**src/rtl/display_fetch.sv**
```systemverilog
// display_fetch: per-line framebuffer fetch scheduler in the pixel clock domain.
// On a qualifying line_start it issues burst read requests for the next display
// line, steers returned beats into one half of a double line buffer, tracks the
// framebuffer line address across the frame, and pulses underrun when a new line
// is due while the previous fetch is still in flight.
module display_fetch #(
  parameter int CORDW     = 16,
  parameter int ADDRW     = 20,
  parameter int PIX_SHIFT = 2,
  parameter int BURST     = 16,
  parameter int LBAW      = 9
) (
  input  logic                    clk_pix,
  input  logic                    rst_pix,
  input  logic                    enable,
  input  logic [ADDRW-1:0]        base_addr,
  input  logic [ADDRW-1:0]        stride,
  input  logic [CORDW-1:0]        hres,
  input  logic signed [CORDW-1:0] vres,
  input  logic signed [CORDW-1:0] dy,
  input  logic                    line_start,
  input  logic                    frame_start,
  output logic                    req,
  output logic [ADDRW-1:0]        req_addr,
  output logic [7:0]              req_len,
  input  logic                    req_ack,
  input  logic                    rd_valid,
  output logic                    lb_we,
  output logic [LBAW-1:0]         lb_addr,
  output logic                    lb_sel,
  output logic                    busy,
  output logic                    underrun
);

  typedef enum logic [1:0] {
    IDLE = 2'd0,
    REQ  = 2'd1,
    WAIT = 2'd2
  } state_t;

  state_t state_r, state_n;

  logic [ADDRW-1:0]        line_addr_r, line_addr_n;
  logic [ADDRW-1:0]        fetch_addr_r, fetch_addr_n;
  logic [CORDW-1:0]        words_left_r, words_left_n;
  logic [8:0]              beat_r, beat_n;
  logic [LBAW-1:0]         lb_addr_r, lb_addr_n;
  logic                    lb_sel_r, lb_sel_n;
  logic                    req_r, busy_r, underrun_r;
  logic [ADDRW-1:0]        req_addr_r;
  logic [7:0]              req_len_r;
  logic                    underrun_n;
  logic                    qual_s;
  logic [CORDW-1:0]        wpl_s;
  logic signed [CORDW-1:0] vres_m2_s;
  logic signed [CORDW-1:0] neg_one_s;

  // Burst length for the next request: whole bursts until the line tail.
  function automatic logic [7:0] burst_len(input logic [CORDW-1:0] left);
    if (left >= CORDW'(BURST)) begin
      return 8'(BURST);
    end else begin
      return left[7:0];
    end
  endfunction

  assign wpl_s     = hres >> PIX_SHIFT;
  assign vres_m2_s = vres - CORDW'(2);
  assign neg_one_s = '1;
  // Target line dy+1 must lie inside the visible frame (dy from -1 to vres-2).
  assign qual_s    = line_start && enable && (dy >= neg_one_s) && (dy <= vres_m2_s);

  assign req      = req_r;
  assign req_addr = req_addr_r;
  assign req_len  = req_len_r;
  assign lb_addr  = lb_addr_r;
  assign lb_sel   = lb_sel_r;
  assign busy     = busy_r;
  assign underrun = underrun_r;

  // Next-state, line address tracking and line buffer write strobe.
  always_comb begin
    state_n      = state_r;
    line_addr_n  = line_addr_r;
    fetch_addr_n = fetch_addr_r;
    words_left_n = words_left_r;
    beat_n       = beat_r;
    lb_addr_n    = lb_addr_r;
    lb_sel_n     = lb_sel_r;
    lb_we        = 1'b0;
    underrun_n   = 1'b0;

    // frame_start wins over the per-line advance; dropped lines still advance.
    if (frame_start) begin
      line_addr_n = base_addr;
    end else if (qual_s) begin
      line_addr_n = line_addr_r + stride;
    end else begin
      line_addr_n = line_addr_r;
    end

    if (qual_s && (state_r != IDLE)) begin
      underrun_n = 1'b1;
    end else begin
      underrun_n = 1'b0;
    end

    case (state_r)
      IDLE: begin
        if (qual_s) begin
          fetch_addr_n = line_addr_r;
          words_left_n = wpl_s;
          lb_sel_n     = ~dy[0];
          lb_addr_n    = '0;
          if (wpl_s != '0) begin
            state_n = REQ;
          end else begin
            state_n = IDLE;
          end
        end else begin
          state_n = IDLE;
        end
      end
      REQ: begin
        if (req_ack) begin
          beat_n       = {1'b0, req_len_r};
          fetch_addr_n = fetch_addr_r + ADDRW'(req_len_r);
          words_left_n = words_left_r - CORDW'(req_len_r);
          state_n      = WAIT;
        end else begin
          state_n = REQ;
        end
      end
      WAIT: begin
        if (rd_valid) begin
          lb_we     = 1'b1;
          lb_addr_n = lb_addr_r + LBAW'(1);
          beat_n    = beat_r - 9'd1;
          if (beat_r == 9'd1) begin
            if (words_left_r != '0) begin
              state_n = REQ;
            end else begin
              state_n = IDLE;
            end
          end else begin
            state_n = WAIT;
          end
        end else begin
          state_n = WAIT;
        end
      end
      default: begin
        state_n = IDLE;
      end
    endcase
  end

  // State and datapath registers; request outputs track the upcoming state.
  always_ff @(posedge clk_pix or posedge rst_pix) begin
    if (rst_pix) begin
      state_r      <= IDLE;
      line_addr_r  <= '0;
      fetch_addr_r <= '0;
      words_left_r <= '0;
      beat_r       <= 9'd0;
      lb_addr_r    <= '0;
      lb_sel_r     <= 1'b0;
      req_r        <= 1'b0;
      req_addr_r   <= '0;
      req_len_r    <= 8'd0;
      busy_r       <= 1'b0;
      underrun_r   <= 1'b0;
    end else begin
      state_r      <= state_n;
      line_addr_r  <= line_addr_n;
      fetch_addr_r <= fetch_addr_n;
      words_left_r <= words_left_n;
      beat_r       <= beat_n;
      lb_addr_r    <= lb_addr_n;
      lb_sel_r     <= lb_sel_n;
      req_r        <= (state_n == REQ);
      req_addr_r   <= fetch_addr_n;
      req_len_r    <= burst_len(words_left_n);
      busy_r       <= (state_n != IDLE);
      underrun_r   <= underrun_n;
    end
  end

endmodule

```
**config.mk**
```make
export PLATFORM = sky130hd
export DESIGN_NAME = display_fetch
export DESIGN_NICKNAME = d
export VERILOG_FILES = /design/src/rtl/display_fetch.sv
export SDC_FILE = /design/constraint.sdc
export NUM_CORES = 1
export LEC_CHECK = 0
export CAP_MARGIN = 20
export CORE_ASPECT_RATIO = 1.75
export CORE_MARGIN = 8
export CORE_UTILIZATION = 25
export DETAILED_ROUTE_END_ITERATION = 7
export GPL_TIMING_DRIVEN = 0
export PLACE_DENSITY = 0.5
export SLEW_MARGIN = 20
export SYNTH_ARGS = -nofsm -noshare
export SYNTH_HDL_FRONTEND = slang
export SYNTH_SLANG_ARGS = --single-unit
export TNS_END_PERCENT = 1
```
**constraint.sdc**
```tcl
create_clock -name clk_pix -period 4 [get_ports clk_pix]
set_input_delay 0.4 -clock clk_pix [delete_from_list [all_inputs] [get_ports clk_pix]]
set_output_delay 0.4 -clock clk_pix [all_outputs]
set_load 0.05 [all_outputs]
```
==> results.json, run 1 <==
{
  "die-area_mm2": 0.0326,
  "synth_top_cell_area_share_pct": 32.8,
  "syn2layout_area_growth_pct": 33.7,
  "fp-row-count": 79,
  "rsz0062_at_grt": "true",
  "grt_pass1_wl_mm": 38.4,
  "worst_slack_ns": -0.138,
  "violations": "setup timing",
  "globalplace.congestion": 0.871,
  "worstPathRequired_ns": 4.23,
  "cts_buffers": 9,
  "drive_above_1_share_pct": 7.52,
  "tightest_slew_ns": 0.801,
  "setup_violations": 5,
  "drtAntennaViolNets": 0,
  "synthTopCellsByArea": "dfrtp_1 33%, ha_1 10%, o21ai_0 5.8%",
  "critPathKind": "primary input to register",
  "grt_pass1_vias": 7020,
  "grt_max_degree": 70,
  "startpoint_type": "primary input",
  "syn_inst": 812,
  "vias": 6682,
  "grtUsageTotal_pct": 15.1,
  "finalCritPeriodShare_pct": 103,
  "drtIter0Drc": 387,
  "fmax_mhz": 242,
  "drc_errors": 0,
  "worst-path-max-fanout": 6,
  "clkTransAtPathRegs_ns": 0.07,
  "vdd_drop_max_mv": 0.306,
  "viasPerCell": 5.16,
  "report.final.hold_viol_count": 0,
  "synth.yosys.warnings": 0,
  "async_flop_share_pct": 100,
  "period_needed_ns": 4.14,
  "whs_ns": 0.351,
  "wire_per_inst_um": 19.0,
  "antenna_cells": 0,
  "dp_cells": 1273,
  "grt_busiest_layer": "met2",
  "ys_seq_area_share_pct": 32.8,
  "synth_ff_type": "dfrtp_1",
  "grt_util_met1_pct": 15.6,
  "leakagePower_nw": 3.71,
  "slew_violations": 0,
  "relSlewSlack_pct": 46.4,
  "placed_cell_area_mm2": 0.00853,
  "maxCapViolCount": 0,
  "clockBufferDepth": 2,
  "finalClockSkew_ns": 0.0128,
  "pre_cts_ws_ns": -1.10,
  "die_h_um": 233,
  "holdBufCountCts": 0,
  "cts_root_buf": "clkbuf_16",
  "design_area_mm2": 0.00898,
  "hold_path_class": "primary input to async pin",
  "die_w_um": 140,
  "avgSynthCellArea_um2": 8.27,
  "port_buffers": 134,
  "start_util_pct": 25.4,
  "synthesis.area_mm2": 0.00672,
  "clk_latency_ns": 0.35,
  "endpoint_kind": "register",
  "pin_count": 137,
  "synth.distinct_cells": 70,
  "power_density_mw_per_mm2": 554,
  "synth.ff_latch_count": 88,
  "fin_total_pwr_mw": 4.97,
  "outcome": "finished with violations",
  "cts.sinks": 88,
  "reg2reg_from": "req_len[0]",
  "yosysTopAreaCell": "dfrtp_1",
  "wirelength_mm": 24.6,
  "fin_cells": 1295,
  "antenna_found_initial": 0,
  "crit_arrival_ns": 4.36,
  "synth-edff-count": 0,
  "use_met2_pct": 30.1,
  "n_fill_cell": 2826,
  "dpl.hpwl_mm": 19.9,
  "final_nets": 1121,
  "drt_pass1_iterations": 4,
  "grt-ovfl-total": 0,
  "cp-startpoint": "vres[4]",
  "cts_tree": "done",
  "core_area_mm2": 0.0265,
  "htreeDepth": 3,
  "grt_use_met3_pct": 1.70
}
-- final timing paths --
check / to / slack, ns / cells past startpoint
setup / recovery: req_len[4] / -0.14 / 16
hold / removal: line_addr_r[19] / 0.35 / 2
setup reg to reg: req_len[4] / 0.63 / 11
hold reg to reg: lb_sel / 0.48 / 2
max in group asynchronous: req_addr[1] / 3.01 / 3
min in group clk_pix: lb_sel / 0.48 / 2
-- stage by stage --
| step | setup TNS [ns] | utilization [%] |
|---|---|---|
| final | -0.334 | 33.9 |
| after global routing | -3.10 | 33.9 |
| after CTS | -0.558 | 33.8 |
| after detailed placement | -51.89 | 32.2 |
| after global placement | -88.70 | 32.1 |
| after floorplan | -0.0714 | - |
-- metal layers --
metal  share of wire, %  routed length, um  up-vias
met5                  0                  0        -
met4                2.9                704        0
met2                 56              13800      153
met1                 38               9290     3194
li1                   -                  -     3295
met3                2.9                722       40
-- report_power, final --
part	leakage (nW)	switching [mW]	total (mW)	internal [mW]
Clock	0.158	0.374	0.981	0.607
Sequential	1.08	0.313	1.46	1.15
Combinational	2.47	1.56	2.53	0.975
-- placed cells by master (no fill, tap or decap), drive strengths merged, types with 15 or more instances in the layout --
master,netlist,final
xnor2,15,15
inv,42,43
xor2,22,22
clkdlybuf4s50,0,124
nand2,75,75
nor2,65,65
dfrtp,88,88
ha,55,55
a21oi,71,71
nand3,27,27
nor3,28,28
clkbuf,26,35
o21ai,82,82
o21a,15,15
-- what timing repair did --
item / CTS / global route
pin swaps: 13 / 4
setup endpoints to repair: 57 / 43
resized for setup: 36 / 7
gates cloned: 0 / 0
setup buffers: 6 / 2
-- synth_stat cells (all sizes together), types with 5 or more instances --
| cell | n |
|---|---|
| a211oi | 9 |
| a21o | 11 |
| a21oi | 71 |
| a22oi | 6 |
| a2bb2oi | 5 |
| a31oi | 9 |
| and2 | 7 |
| and3 | 11 |
| clkbuf | 26 |
| dfrtp | 88 |
| ha | 55 |
| inv | 42 |
| mux2 | 5 |
| nand2 | 75 |
| nand2b | 5 |
| nand3 | 27 |
| nand4 | 14 |
| nor2 | 65 |
| nor2b | 8 |
| nor3 | 28 |
| nor4 | 9 |
| o211ai | 14 |
| o21a | 15 |
| o21ai | 82 |
| o22a | 5 |
| o22ai | 7 |
| or2 | 5 |
| or3 | 14 |
| xnor2 | 15 |
| xor2 | 22 |
-- cells by family (layout without fill, tap and decap cells) --
| family | Yosys count | count (layout) | share of synthesized area [%] |
|---|---|---|---|
| and+or+nand+nor | 281 | 281 | 20.5 |
| xor gates and xnor gates | 37 | 37 | 4.82 |
| DFF | 88 | 88 | 32.8 |
| buffers and inverters | 70 | 227 | 4.04 |
| muxes | 7 | 7 | 1.19 |
| adders and majority gates | 58 | 58 | 11.1 |
| other | 1 | 3 | 0.0558 |
| AOI/OAI and AO/OA | 270 | 270 | 25.5 |
-- flip-flops by register name, summed over array words and instances (netlist names) --
signal        count
underrun          1
beat_r            9
req_len           8
req               1
lb_addr           9
state_r           2
req_addr         20
busy              1
line_addr_r      20
lb_sel            1
words_left_r     16
-- critical path, cell delays in order --
cell and delay, ns:
buf_2 0.12, or3_4 0.40, nor2_4 0.13, nand3_2 0.12, xor2_1 0.17, ha_1 0.33
a211o_1 0.26, a21oi_1 0.11, o211ai_1 0.16, a2111oi_4 0.59, o21a_1 0.20, buf_8 0.12
mux2_4 0.29, a21o_1 0.17, or4_4 0.57, or2_1 0.23
-- layout make-up --
| type | instances | area [um^2] | area share [%] |
|---|---|---|---|
| flip-flops and latches | 88 | 2200 | 24.5 |
| plain buffers | 28 | 126 | 1.41 |
| inverters | 42 | 163 | 1.81 |
| repair buffers | 143 | 1410 | 15.7 |
| clock buffers | 9 | 225 | 2.51 |
| clock inverters | 5 | 106 | 1.18 |
| multi-input cells | 656 | 4350 | 48.4 |
| well taps | 324 | 405 | 4.51 |
Note: power is estimated with default switching activity, not from simulation.
==> run 2: changes to the inputs <==
CAP_MARGIN = 10   (was 20)
==> results of run 2 <==
Same layout as run 1: the final DEF is identical, and so are final timing and power.
